### config.mk
export PLATFORM = sky130hd
export DESIGN_NAME = p2s_arbiter
export DESIGN_NICKNAME = d
export VERILOG_FILES = /design/src/rtl/p2s_arbiter_pkg.sv /design/src/rtl/p2s_arbiter_rr_pick.sv /design/src/rtl/p2s_arbiter.sv
export SDC_FILE = /design/constraint.sdc
export NUM_CORES = 1
export LEC_CHECK = 0
export ABC_AREA = 1
export CORE_MARGIN = 1
export CORE_UTILIZATION = 35
export CTS_CLUSTER_SIZE = 12
export DETAILED_ROUTE_END_ITERATION = 10
export SYNTH_ARGS = -nofsm -noshare
export SYNTH_HDL_FRONTEND = slang
export SYNTH_HIERARCHICAL = 1
export SYNTH_SLANG_ARGS = --single-unit
export TNS_END_PERCENT = 20
### constraint.sdc
create_clock -name i_clk -period 3.12 [get_ports i_clk]
set_clock_uncertainty 0.15 [all_clocks]
set_input_delay 0.936 -clock i_clk [delete_from_list [all_inputs] [get_ports i_clk]]
set_output_delay 0.936 -clock i_clk [all_outputs]
set_load 0.01 [all_outputs]
### src/rtl/p2s_arbiter_pkg.sv
// Shared types and helpers for the p2s serializer arbiter.
package p2s_arbiter_pkg;

    typedef enum logic [1:0] {ARB, LOAD, WAIT_BUSY, WAIT_IDLE} state_t;

    localparam int DEF_NUM_REQ = 4;
    localparam int DEF_WIDTH   = 8;
    localparam int MAX_REQ     = 8;

    // OR of set-bit positions; exact for a one-hot input.
    function automatic logic [2:0] oh2idx(input logic [MAX_REQ-1:0] oh);
        logic [2:0] idx;
        idx = '0;
        for (int i = 0; i < MAX_REQ; i++) begin
            if (oh[i]) idx = idx | 3'(i);
        end
        return idx;
    endfunction

endpackage

### src/rtl/p2s_arbiter_rr_pick.sv
// Combinational round-robin selector: first set request at or after the pointer, wrapping.
module rr_pick
    import p2s_arbiter_pkg::*;
#(
    parameter int NUM_REQ = DEF_NUM_REQ,
    parameter int PW      = $clog2(NUM_REQ)
) (
    input  logic [NUM_REQ-1:0] i_req,
    input  logic [PW-1:0]      i_ptr,
    output logic [NUM_REQ-1:0] o_gnt,
    output logic               o_any
);

    always_comb begin
        int idx;
        o_gnt = '0;
        o_any = 1'b0;
        idx   = 0;
        for (int k = 0; k < NUM_REQ; k++) begin
            idx = int'(i_ptr) + k;
            if (idx >= NUM_REQ) idx = idx - NUM_REQ;
            if (!o_any && i_req[idx]) begin
                o_gnt[idx] = 1'b1;
                o_any      = 1'b1;
            end
        end
    end

endmodule

### src/rtl/p2s_arbiter.sv
// Round-robin arbiter that locks one p2s serializer to a requester for a whole packet.
// Optional per-word timeout abort: define P2S_ARBITER_TIMEOUT_EN.
module p2s_arbiter
    import p2s_arbiter_pkg::*;
#(
    parameter int NUM_REQ = DEF_NUM_REQ,
    parameter int WIDTH   = DEF_WIDTH
`ifdef P2S_ARBITER_TIMEOUT_EN
   ,parameter int TIMEOUT = 1023
`endif
) (
    input  logic                     i_clk,
    input  logic                     i_reset_n,
    input  logic [NUM_REQ-1:0]       i_req,
    input  logic [NUM_REQ*WIDTH-1:0] i_data,
    input  logic [NUM_REQ-1:0]       i_last,
    output logic [NUM_REQ-1:0]       o_ack,
    output logic [NUM_REQ-1:0]       o_grant,
    output logic                     o_frame_n,
    output logic [WIDTH-1:0]         o_ser_d,
    output logic                     o_ser_run,
    input  logic                     i_ser_idle
`ifdef P2S_ARBITER_TIMEOUT_EN
   ,output logic                     o_err
`endif
);

    localparam int PW = $clog2(NUM_REQ);

    state_t               r_state, w_state_nxt;
    logic [NUM_REQ-1:0]   r_grant, w_grant_nxt, r_ack, w_ack_nxt;
    logic                 r_frame_n, w_frame_n_nxt, r_ser_run, w_ser_run_nxt;
    logic                 r_last_q, w_last_q_nxt, w_load;
    logic [WIDTH-1:0]     r_ser_d, w_ser_d_nxt;
    logic [PW-1:0]        r_ptr, w_ptr_nxt, w_load_idx, w_owner_idx, w_rel_ptr;
    logic [NUM_REQ-1:0]   w_pick, w_load_oh;
    logic                 w_any;

    rr_pick #(.NUM_REQ(NUM_REQ), .PW(PW)) u_pick (
        .i_req (i_req),
        .i_ptr (r_ptr),
        .o_gnt (w_pick),
        .o_any (w_any)
    );

    // In ARB the word comes from the new winner, otherwise from the current owner.
    assign w_load_oh   = (r_state == ARB) ? w_pick : r_grant;
    assign w_load_idx  = PW'(oh2idx(MAX_REQ'(w_load_oh)));
    assign w_owner_idx = PW'(oh2idx(MAX_REQ'(r_grant)));
    assign w_rel_ptr   = (w_owner_idx == PW'(NUM_REQ-1)) ? '0 : w_owner_idx + 1'b1;

`ifdef P2S_ARBITER_TIMEOUT_EN
    localparam int CW = $clog2(TIMEOUT+1);
    logic [CW-1:0] r_cnt;
    logic          r_err, w_err_nxt;

    always_ff @(posedge i_clk) begin
        if (!i_reset_n)                                     r_cnt <= '0;
        else if (r_state == LOAD)                           r_cnt <= '0;
        else if (r_state == WAIT_BUSY || r_state == WAIT_IDLE) r_cnt <= r_cnt + 1'b1;
        r_err <= i_reset_n & w_err_nxt;
    end

    assign o_err = r_err;
`endif

    always_comb begin
        w_state_nxt   = r_state;
        w_grant_nxt   = r_grant;
        w_frame_n_nxt = r_frame_n;
        w_ser_d_nxt   = r_ser_d;
        w_ptr_nxt     = r_ptr;
        w_last_q_nxt  = r_last_q;
        w_ack_nxt     = '0;
        w_ser_run_nxt = 1'b0;
        w_load        = 1'b0;
`ifdef P2S_ARBITER_TIMEOUT_EN
        w_err_nxt     = 1'b0;
`endif
        case (r_state)
            ARB: begin
                w_grant_nxt   = '0;
                w_frame_n_nxt = 1'b1;
                if (i_ser_idle && w_any) begin
                    w_grant_nxt   = w_pick;
                    w_frame_n_nxt = 1'b0;
                    w_state_nxt   = LOAD;
                    w_load        = 1'b1;
                end
            end
            LOAD:      w_state_nxt = WAIT_BUSY;
            WAIT_BUSY: if (!i_ser_idle) w_state_nxt = WAIT_IDLE;
            WAIT_IDLE: begin
                if (i_ser_idle) begin
                    if (r_last_q) begin
                        w_grant_nxt   = '0;
                        w_frame_n_nxt = 1'b1;
                        w_ptr_nxt     = w_rel_ptr;
                        w_state_nxt   = ARB;
                    end else if (|(i_req & r_grant)) begin
                        w_state_nxt = LOAD;
                        w_load      = 1'b1;
                    end
                end
            end
            default:   w_state_nxt = ARB;
        endcase

        // Registered outputs go active for exactly the LOAD cycle.
        if (w_load) begin
            w_ser_run_nxt = 1'b1;
            w_ser_d_nxt   = i_data[w_load_idx*WIDTH +: WIDTH];
            w_ack_nxt     = w_load_oh;
            w_last_q_nxt  = |(i_last & w_load_oh);
        end

`ifdef P2S_ARBITER_TIMEOUT_EN
        if ((r_state == WAIT_BUSY || r_state == WAIT_IDLE) && r_cnt == CW'(TIMEOUT-1)) begin
            w_err_nxt     = 1'b1;
            w_grant_nxt   = '0;
            w_frame_n_nxt = 1'b1;
            w_ptr_nxt     = w_rel_ptr;
            w_state_nxt   = ARB;
            w_ser_run_nxt = 1'b0;
            w_ack_nxt     = '0;
            w_ser_d_nxt   = r_ser_d;
            w_last_q_nxt  = r_last_q;
        end
`endif
    end

    always_ff @(posedge i_clk) begin
        if (!i_reset_n) begin
            r_state   <= ARB;
            r_grant   <= '0;
            r_ack     <= '0;
            r_frame_n <= 1'b1;
            r_ser_run <= 1'b0;
            r_ser_d   <= '0;
            r_ptr     <= '0;
            r_last_q  <= 1'b0;
        end else begin
            r_state   <= w_state_nxt;
            r_grant   <= w_grant_nxt;
            r_ack     <= w_ack_nxt;
            r_frame_n <= w_frame_n_nxt;
            r_ser_run <= w_ser_run_nxt;
            r_ser_d   <= w_ser_d_nxt;
            r_ptr     <= w_ptr_nxt;
            r_last_q  <= w_last_q_nxt;
        end
    end

    assign o_ack     = r_ack;
    assign o_grant   = r_grant;
    assign o_frame_n = r_frame_n;
    assign o_ser_d   = r_ser_d;
    assign o_ser_run = r_ser_run;

endmodule
# ---- Yosys cells after proc, flatten, opt, wreduce, memory -nomap -nowiden
# Cells that the tools add are included.
dict set report word_totals {
  register_bits 23
  latch_bits 0
  ramBits 0
  romBits 0
  input_bits 43
  out_inout_bits 18
  elab_cells 122
  n_memories 0
}
dict set report classes {
  add_sub_neg 8
  n_mul 0
  n_div 0
  magnitude_cmp 12
  n_eq_ne 9
  n_shift 1
  mux 60
  bitwise_logic 5
  reduce_logical 19
}
# cell count
set ops {}
lappend ops {{32-bit by 1-bit >= comparator with 1-bit output, second input constant} 4}
lappend ops {{32-bit by 4-bit < comparator with 1-bit output, second input constant} 4}
lappend ops {{32-bit 2-to-1 mux} 4}
lappend ops {{32-bit by 4-bit >= comparator with 1-bit output, second input constant} 3}
lappend ops {{32-bit by 4-bit subtractor with 32-bit output, second input constant} 3}
lappend ops {{4-bit 2-to-1 mux} 8}
lappend ops {{32-bit by 6-bit indexed part select with 8-bit output} 1}
lappend ops {{1-bit 2-to-1 mux} 26}
lappend ops {{2-bit 2-to-1 mux} 10}
lappend ops {{4-bit bitwise OR} 3}
lappend ops {{4-bit bitwise AND} 2}
lappend ops {{1-bit binary-select mux with 2-bit select} 4}
lappend ops {{1-bit demux with 2-bit select} 4}
lappend ops {{1-bit logical AND} 8}
lappend ops {{2-bit one-hot mux with 4 select lines} 1}
lappend ops {{4-bit one-hot mux with 2 select lines} 1}
lappend ops {{4-bit OR reduction} 2}
lappend ops {{2-bit by 2-bit adder with 3-bit output, second input constant} 2}
lappend ops {{2-bit == test, second input constant} 3}
lappend ops {{2-bit inequality test, second input constant} 3}
lappend ops {{3-bit AND reduction} 2}
lappend ops {{1-bit one-hot mux with 2 select lines} 2}
lappend ops {{4-bit AND reduction} 1}
lappend ops {{2-bit by 3-bit subtractor with 4-bit output, second input constant} 1}
lappend ops {{10 further kinds} 12}

# ---- Logic depth before layout (Yosys ltp)
dict set report logic_depth {
  word_depth 20
  mapped_depth 20
}

# ---- By module
# Netlist, hierarchy kept.
# module n_inst cells_per_inst area_each_um2 seq_area_each_um2
set by_module_without_submodules {}
lappend by_module_without_submodules {p2s_arbiter 1 265 1562.7 460.4}
lappend by_module_without_submodules {rr_pick 1 78 444.2 0.0}

# ---- Least setup slack after synthesis
# OpenSTA, ideal clock, no wires.
dict set report synth_path {
  kind {register -> register}
  startpoint {reg r_ptr[0]}
  endpoint {reg r_ser_d[5], in the netlist o_ser_d[5]}
  arrival_ns 2.354
  t_required_ns 2.857
  slack_ns 0.503
  stages_incl_launch_ff 21
  path_buffers 2
  path_cell_list {dfxtp_1 > inv_2 > ha_1 > inv_1 > nand3_1 > nand2_1 > nand2_2 > nor2_4 > nand3_1 > nand2_1 > inv_1 > nand2_2 > nand2_4 > buf_12 > nand2_8 > buf_8 > nand2_1 > nand2_1 > nand2_1 > nor2_1 > nor2_1}
}
dict set report synth_via {
  word_cells_on_any_way 72
}
# element line_no
set synth_rtl {}
lappend synth_rtl {{start, declared} p2s_arbiter.sv:35} ;# logic [PW-1:0] r_ptr, w_ptr_nxt, w_load_idx, w_owner_idx, w_rel_ptr;
lappend synth_rtl {{start signal, assigned} p2s_arbiter.sv:149} ;# r_ptr <= w_ptr_nxt;
lappend synth_rtl {{branches (longest 14 deep; another with 32-bit by 4-bit subtractor with 32-bit output)} --}
lappend synth_rtl {{4-bit 2-to-1 mux *} p2s_arbiter_rr_pick.sv:22} ;# if (!o_any && i_req[idx]) begin
lappend synth_rtl {{named net w_pick[3]} p2s_arbiter.sv:36} ;# logic [NUM_REQ-1:0] w_pick, w_load_oh;
lappend synth_rtl {{4-bit 2-to-1 mux *} p2s_arbiter.sv:47} ;# assign w_load_oh = (r_state == ARB) ? w_pick : r_grant;
lappend synth_rtl {{2-bit 2-to-1 mux *} p2s_arbiter_pkg.sv:15} ;# if (oh[i]) idx = idx | 3'(i);
lappend synth_rtl {{32-bit by 6-bit indexed part select with 8-bit output *} p2s_arbiter.sv:112} ;# w_ser_d_nxt = i_data[w_load_idx*WIDTH +: WIDTH];
lappend synth_rtl {{end signal, assigned} p2s_arbiter.sv:148} ;# r_ser_d <= w_ser_d_nxt;
lappend synth_rtl {{end, declared} p2s_arbiter.sv:34} ;# logic [WIDTH-1:0] r_ser_d, w_ser_d_nxt;
# Mark *: on every way through the listed nets, which the timed path passes. The select of a mux whose other input is x is not followed.
# A chain may end at the register's enable or synchronous reset.

# ---- Worst setup path in the final report
dict set report layout_path {
  startpoint {in i_req[3]}
  endpoint {reg r_ser_d[2], in the netlist o_ser_d[2]}
}
dict set report layout_via {
  elab_chain_cells 18
  word_cells_on_any_way 42
}
# element line_no
set layout_lines {}
lappend layout_lines {{start, declared} p2s_arbiter.sv:14} ;# input logic [NUM_REQ-1:0] i_req,
lappend layout_lines {{1-bit binary-select mux with 2-bit select} p2s_arbiter_rr_pick.sv:22}
lappend layout_lines {{1-bit 2-to-1 mux (implied by the code) (2 in series)} p2s_arbiter_rr_pick.sv:22}
lappend layout_lines {{1-bit 2-to-1 mux} p2s_arbiter_rr_pick.sv:22}
lappend layout_lines {{1-bit logical NOT} p2s_arbiter_rr_pick.sv:22}
lappend layout_lines {{1-bit logical AND} p2s_arbiter_rr_pick.sv:22}
lappend layout_lines {{1-bit 2-to-1 mux} p2s_arbiter_rr_pick.sv:22}
lappend layout_lines {{1-bit logical NOT} p2s_arbiter_rr_pick.sv:22}
lappend layout_lines {{1-bit logical AND} p2s_arbiter_rr_pick.sv:22}
lappend layout_lines {{1-bit 2-to-1 mux} p2s_arbiter_rr_pick.sv:22}
lappend layout_lines {{1-bit logical NOT} p2s_arbiter_rr_pick.sv:22}
lappend layout_lines {{1-bit logical AND} p2s_arbiter_rr_pick.sv:22}
lappend layout_lines {{4-bit 2-to-1 mux *} p2s_arbiter_rr_pick.sv:22}
lappend layout_lines {{named net w_pick[1]} p2s_arbiter.sv:36}
lappend layout_lines {{4-bit 2-to-1 mux *} p2s_arbiter.sv:47}
lappend layout_lines {{1-bit 2-to-1 mux *} p2s_arbiter_pkg.sv:15}
lappend layout_lines {{2-bit 2-to-1 mux * (2 in series)} p2s_arbiter_pkg.sv:15}
lappend layout_lines {{32-bit by 6-bit indexed part select with 8-bit output *} p2s_arbiter.sv:112}
# The timed path passes the listed nets; every way through them passes the cells marked *. The select of a mux whose other input is x is not followed.

==> impl_metrics.py <==
metrics = {
    "die": {
        "core_um2": 5507,
        "start_util": 0.3645,
        "die_x_um": 77.73,
        "die_area_um2": 6041,
        "io_pins": 61,
        "die_y_um": 77.73,
        "row_count": 27,
    },
    "global_routing": {
        "overflow": 0,
        "grt_pass1_wl_um": 8638,
        "grt_pass1_vias": 1941,
        "antenna_found_initial": 0,
        "track_usage": 0.1760,
        "grt_max_degree": 17,
    },
    "pwr": {
        "p_switching_mw": 1.068,
        "seqPwrFrac": 0.193,
        "ir_drop_mv": 0.4078,
        "p_comb_frac": 0.722,
        "power_leakage_nw": 1.451,
        "internal-power_mw": 1.170,
        "p_clk_frac": 0.085,
        "power_density_nw_per_um2": 778.2,
        "switching_share": 0.4773,
    },
    "yosys": {
        "syn_nets": 397,
        "synth_area_um2": 2007,
        "ys_seq_elements": 23,
        "syn_avg_cell_area_um2": 5.851,
        "synth_area_leaders": "dfxtp_1 23%, nand2_1 20%, inv_1 11%",
        "synth_seq_area_share": 0.2294,
        "synth_cell_types": 22,
        "synthCells": 343,
        "ys_warn_count": 6,
        "yosys.area.top_type": "dfxtp_1",
        "synth_top_area_share": 0.2294,
    },
    "critical_path": {
        "reg2reg_to": "o_ser_d[4]",
        "worst_setup_path_end_kind": "flop",
        "crit_fanout": 6,
        "r2r_cells": 18,
        "worstPathRequired_ns": 3.14,
        "r2r-start": "r_ptr[0]",
        "start_kind": "input pin",
        "critPathArrivalTime_ns": 2.96,
        "rrSetupSlack_ns": 0.68,
        "critPathKind": "input pin to flop",
    },
    "hold_path": {
        "min_path_type": "flop to flop",
        "min_from": "o_grant[0]",
        "min_to": "o_grant[0]",
        "hold_depth": 2,
    },
    "sta": {
        "fin_crit_ns": 2.948,
        "rsz0062_at_grt": "false",
        "min_period_over_period": 0.9449,
        "fin_ws_ns": 0.1720,
        "relSlewSlack": 0.7132,
        "finalHoldViolCount": 0,
        "clock.fmax_mhz": 339.2,
        "slew_violations": 0,
        "finalSetupViolations": 0,
        "tightest_slew_ns": 0.4302,
    },
    "route": {
        "routedWlPerCell_um": 10.80,
        "via_per_inst": 4.433,
        "detail-route-antenna-nets": 0,
        "vias": 2172,
        "drtIter0Drc": 85,
        "drt-pass1-iter-count": 4,
        "drc": 0,
        "wl_um": 5294,
    },
    "finish": {
        "finalNetCount": 473,
        "utilization": 0.5224,
        "antenna_cells": 0,
        "mostFrequentLayoutCells": "104 x nand2_1, 60 x inv_1, 60 x clkdlybuf4s50_1",
        "drive_above_1_share": 0.1100,
        "layout_commonest_cell": "nand2_1",
        "area_growth_syn_to_layout_pct": 43.33,
    },
    "clock_tree": {
        "clk_latency_ns": 0.26,
        "cts_buffers": 3,
        "cts_tree": "yes",
        "htree_num_levels": 1,
        "clock_sinks": 23,
        "cts_buffer_depth": 2,
        "cts.reportedPaths.clkPinSlew_ns": 0.08,
        "cts-root-buf": "clkbuf_8",
    },
    "placed_design": {
        "dp_hpwl_um": 4235,
        "dpl_worst_slack_ns": -0.1070,
        "place_congestion": 0.8570,
        "io_buffer_count": 60,
    },
    "job": {
        "drv_cap": 0,
    },
    "outcome": {
        "status": "completed",
    },
}
cells in the mapped netlist:
library cell,count
a21oi_1,8
buf_12,1
buf_2,2
buf_4,1
buf_6,1
buf_8,1
dfxtp_1,23
ha_1,11
inv_1,60
inv_2,1
inv_6,1
nand2_1,105
nand2_2,13
nand2_4,5
nand2_8,1
nand3_1,43
nand3_2,1
nand3_4,2
nor2_1,55
nor2_4,1
o21a_1,1
o21ai_0,6
worst max path at each step:
stage / start / to / slack, ns / depth (start not counted)
final: i_req[3] / o_ser_d[2] / 0.17 / 17
after global routing: i_req[1] / o_ser_d[4] / 0.0006 / 18
after CTS: i_req[1] / o_ser_d[2] / 0.18 / 18
after detailed placement: i_req[1] / o_ser_d[2] / -0.11 / 18
after global placement: i_req[1] / o_ser_d[4] / -0.06 / 18
after floorplan: r_ptr[0] / o_ser_d[5] / 0.50 / 20
power by group through the flow:
| stage | clock, mW | combinational (mW) | sequential [mW] |
|---|---|---|---|
| floorplan | 0 | 1.05 | 0.463 |
| global placement | 0 | 1.52 | 0.437 |
| detailed placement | 0 | 1.53 | 0.439 |
| CTS | 0.199 | 1.54 | 0.433 |
| global route | 0.211 | 1.80 | 0.443 |
| finish | 0.190 | 1.62 | 0.431 |
registers in the layout, summed over array words and instances (netlist names):
name,cells
r_ptr,2
o_ack,4
r_last_q,1
o_ser_d,8
o_grant,4
r_state,2
o_frame_n,1
o_ser_run,1
final cells by class:
type	count	area (µm²)
fillers	578	2630
multi-input cells	253	1285
repair buffers	76	758.2
flip-flops and latches	23	460.4
inverters	62	237.7
well taps	72	90.09
clock buffers	4	45.04
routing by layer:
metal / global-route usage / wire (µm) / up-vias
met3: 0.02941 / 299 / 5
met2: 0.3035 / 2494 / 66
met5: 0 / 0 / -
met4: 0.04528 / 51 / 0
li1: - / - / 1181
met1: 0.2252 / 2448 / 920
cells by family after synthesis:
logic type	share of synthesized area
AOI/OAI and AO/OA	0.03866
DFF	0.2294
adders and majority gates	0.06858
buffers and inverters	0.1502
and+or+nand+nor	0.5131
timing repair:
item / in CTS / in global routing
endpoints found under the setup margin: 0 / 6
gates resized for setup: 0 / 4
hold buffers: 0 / 0
buffers inserted: 0 / 0
worst max-delay path, cell delays in order:
cell and delay [ns]:
clkdlybuf4s50_1 0.54, nand2_1 0.12, nand3_4 0.13, nand2_4 0.09, nand3_2 0.12, nor2_1 0.05
nor2_1 0.08, nand2_1 0.08, inv_1 0.06, nand2_1 0.07, nand2_4 0.20, buf_12 0.14
nand3_1 0.07, nand3_1 0.08, nand2_1 0.05, nor2_1 0.11, nor2_1 0.06
per-stage QoR:
step | area [µm²] | hold WS (ns) | power (mW) | cells | TNS, ns
4_1_cts | 2836 | 0.3655 | 2.169 | 489 | 0
3_3_place_gp | 2791 | 0.3492 | 1.960 | 485 | -0.1351
6_report | 2877 | 0.3625 | 2.238 | 490 | 0
5_1_grt | 2877 | 0.3845 | 2.456 | 490 | 0
3_5_place_dp | 2791 | 0.3551 | 1.968 | 485 | -0.5776
2_1_floorplan | 2007 | 0.3231 | 1.509 | 343 | 0
Note: power is estimated with default switching activity, not from simulation.
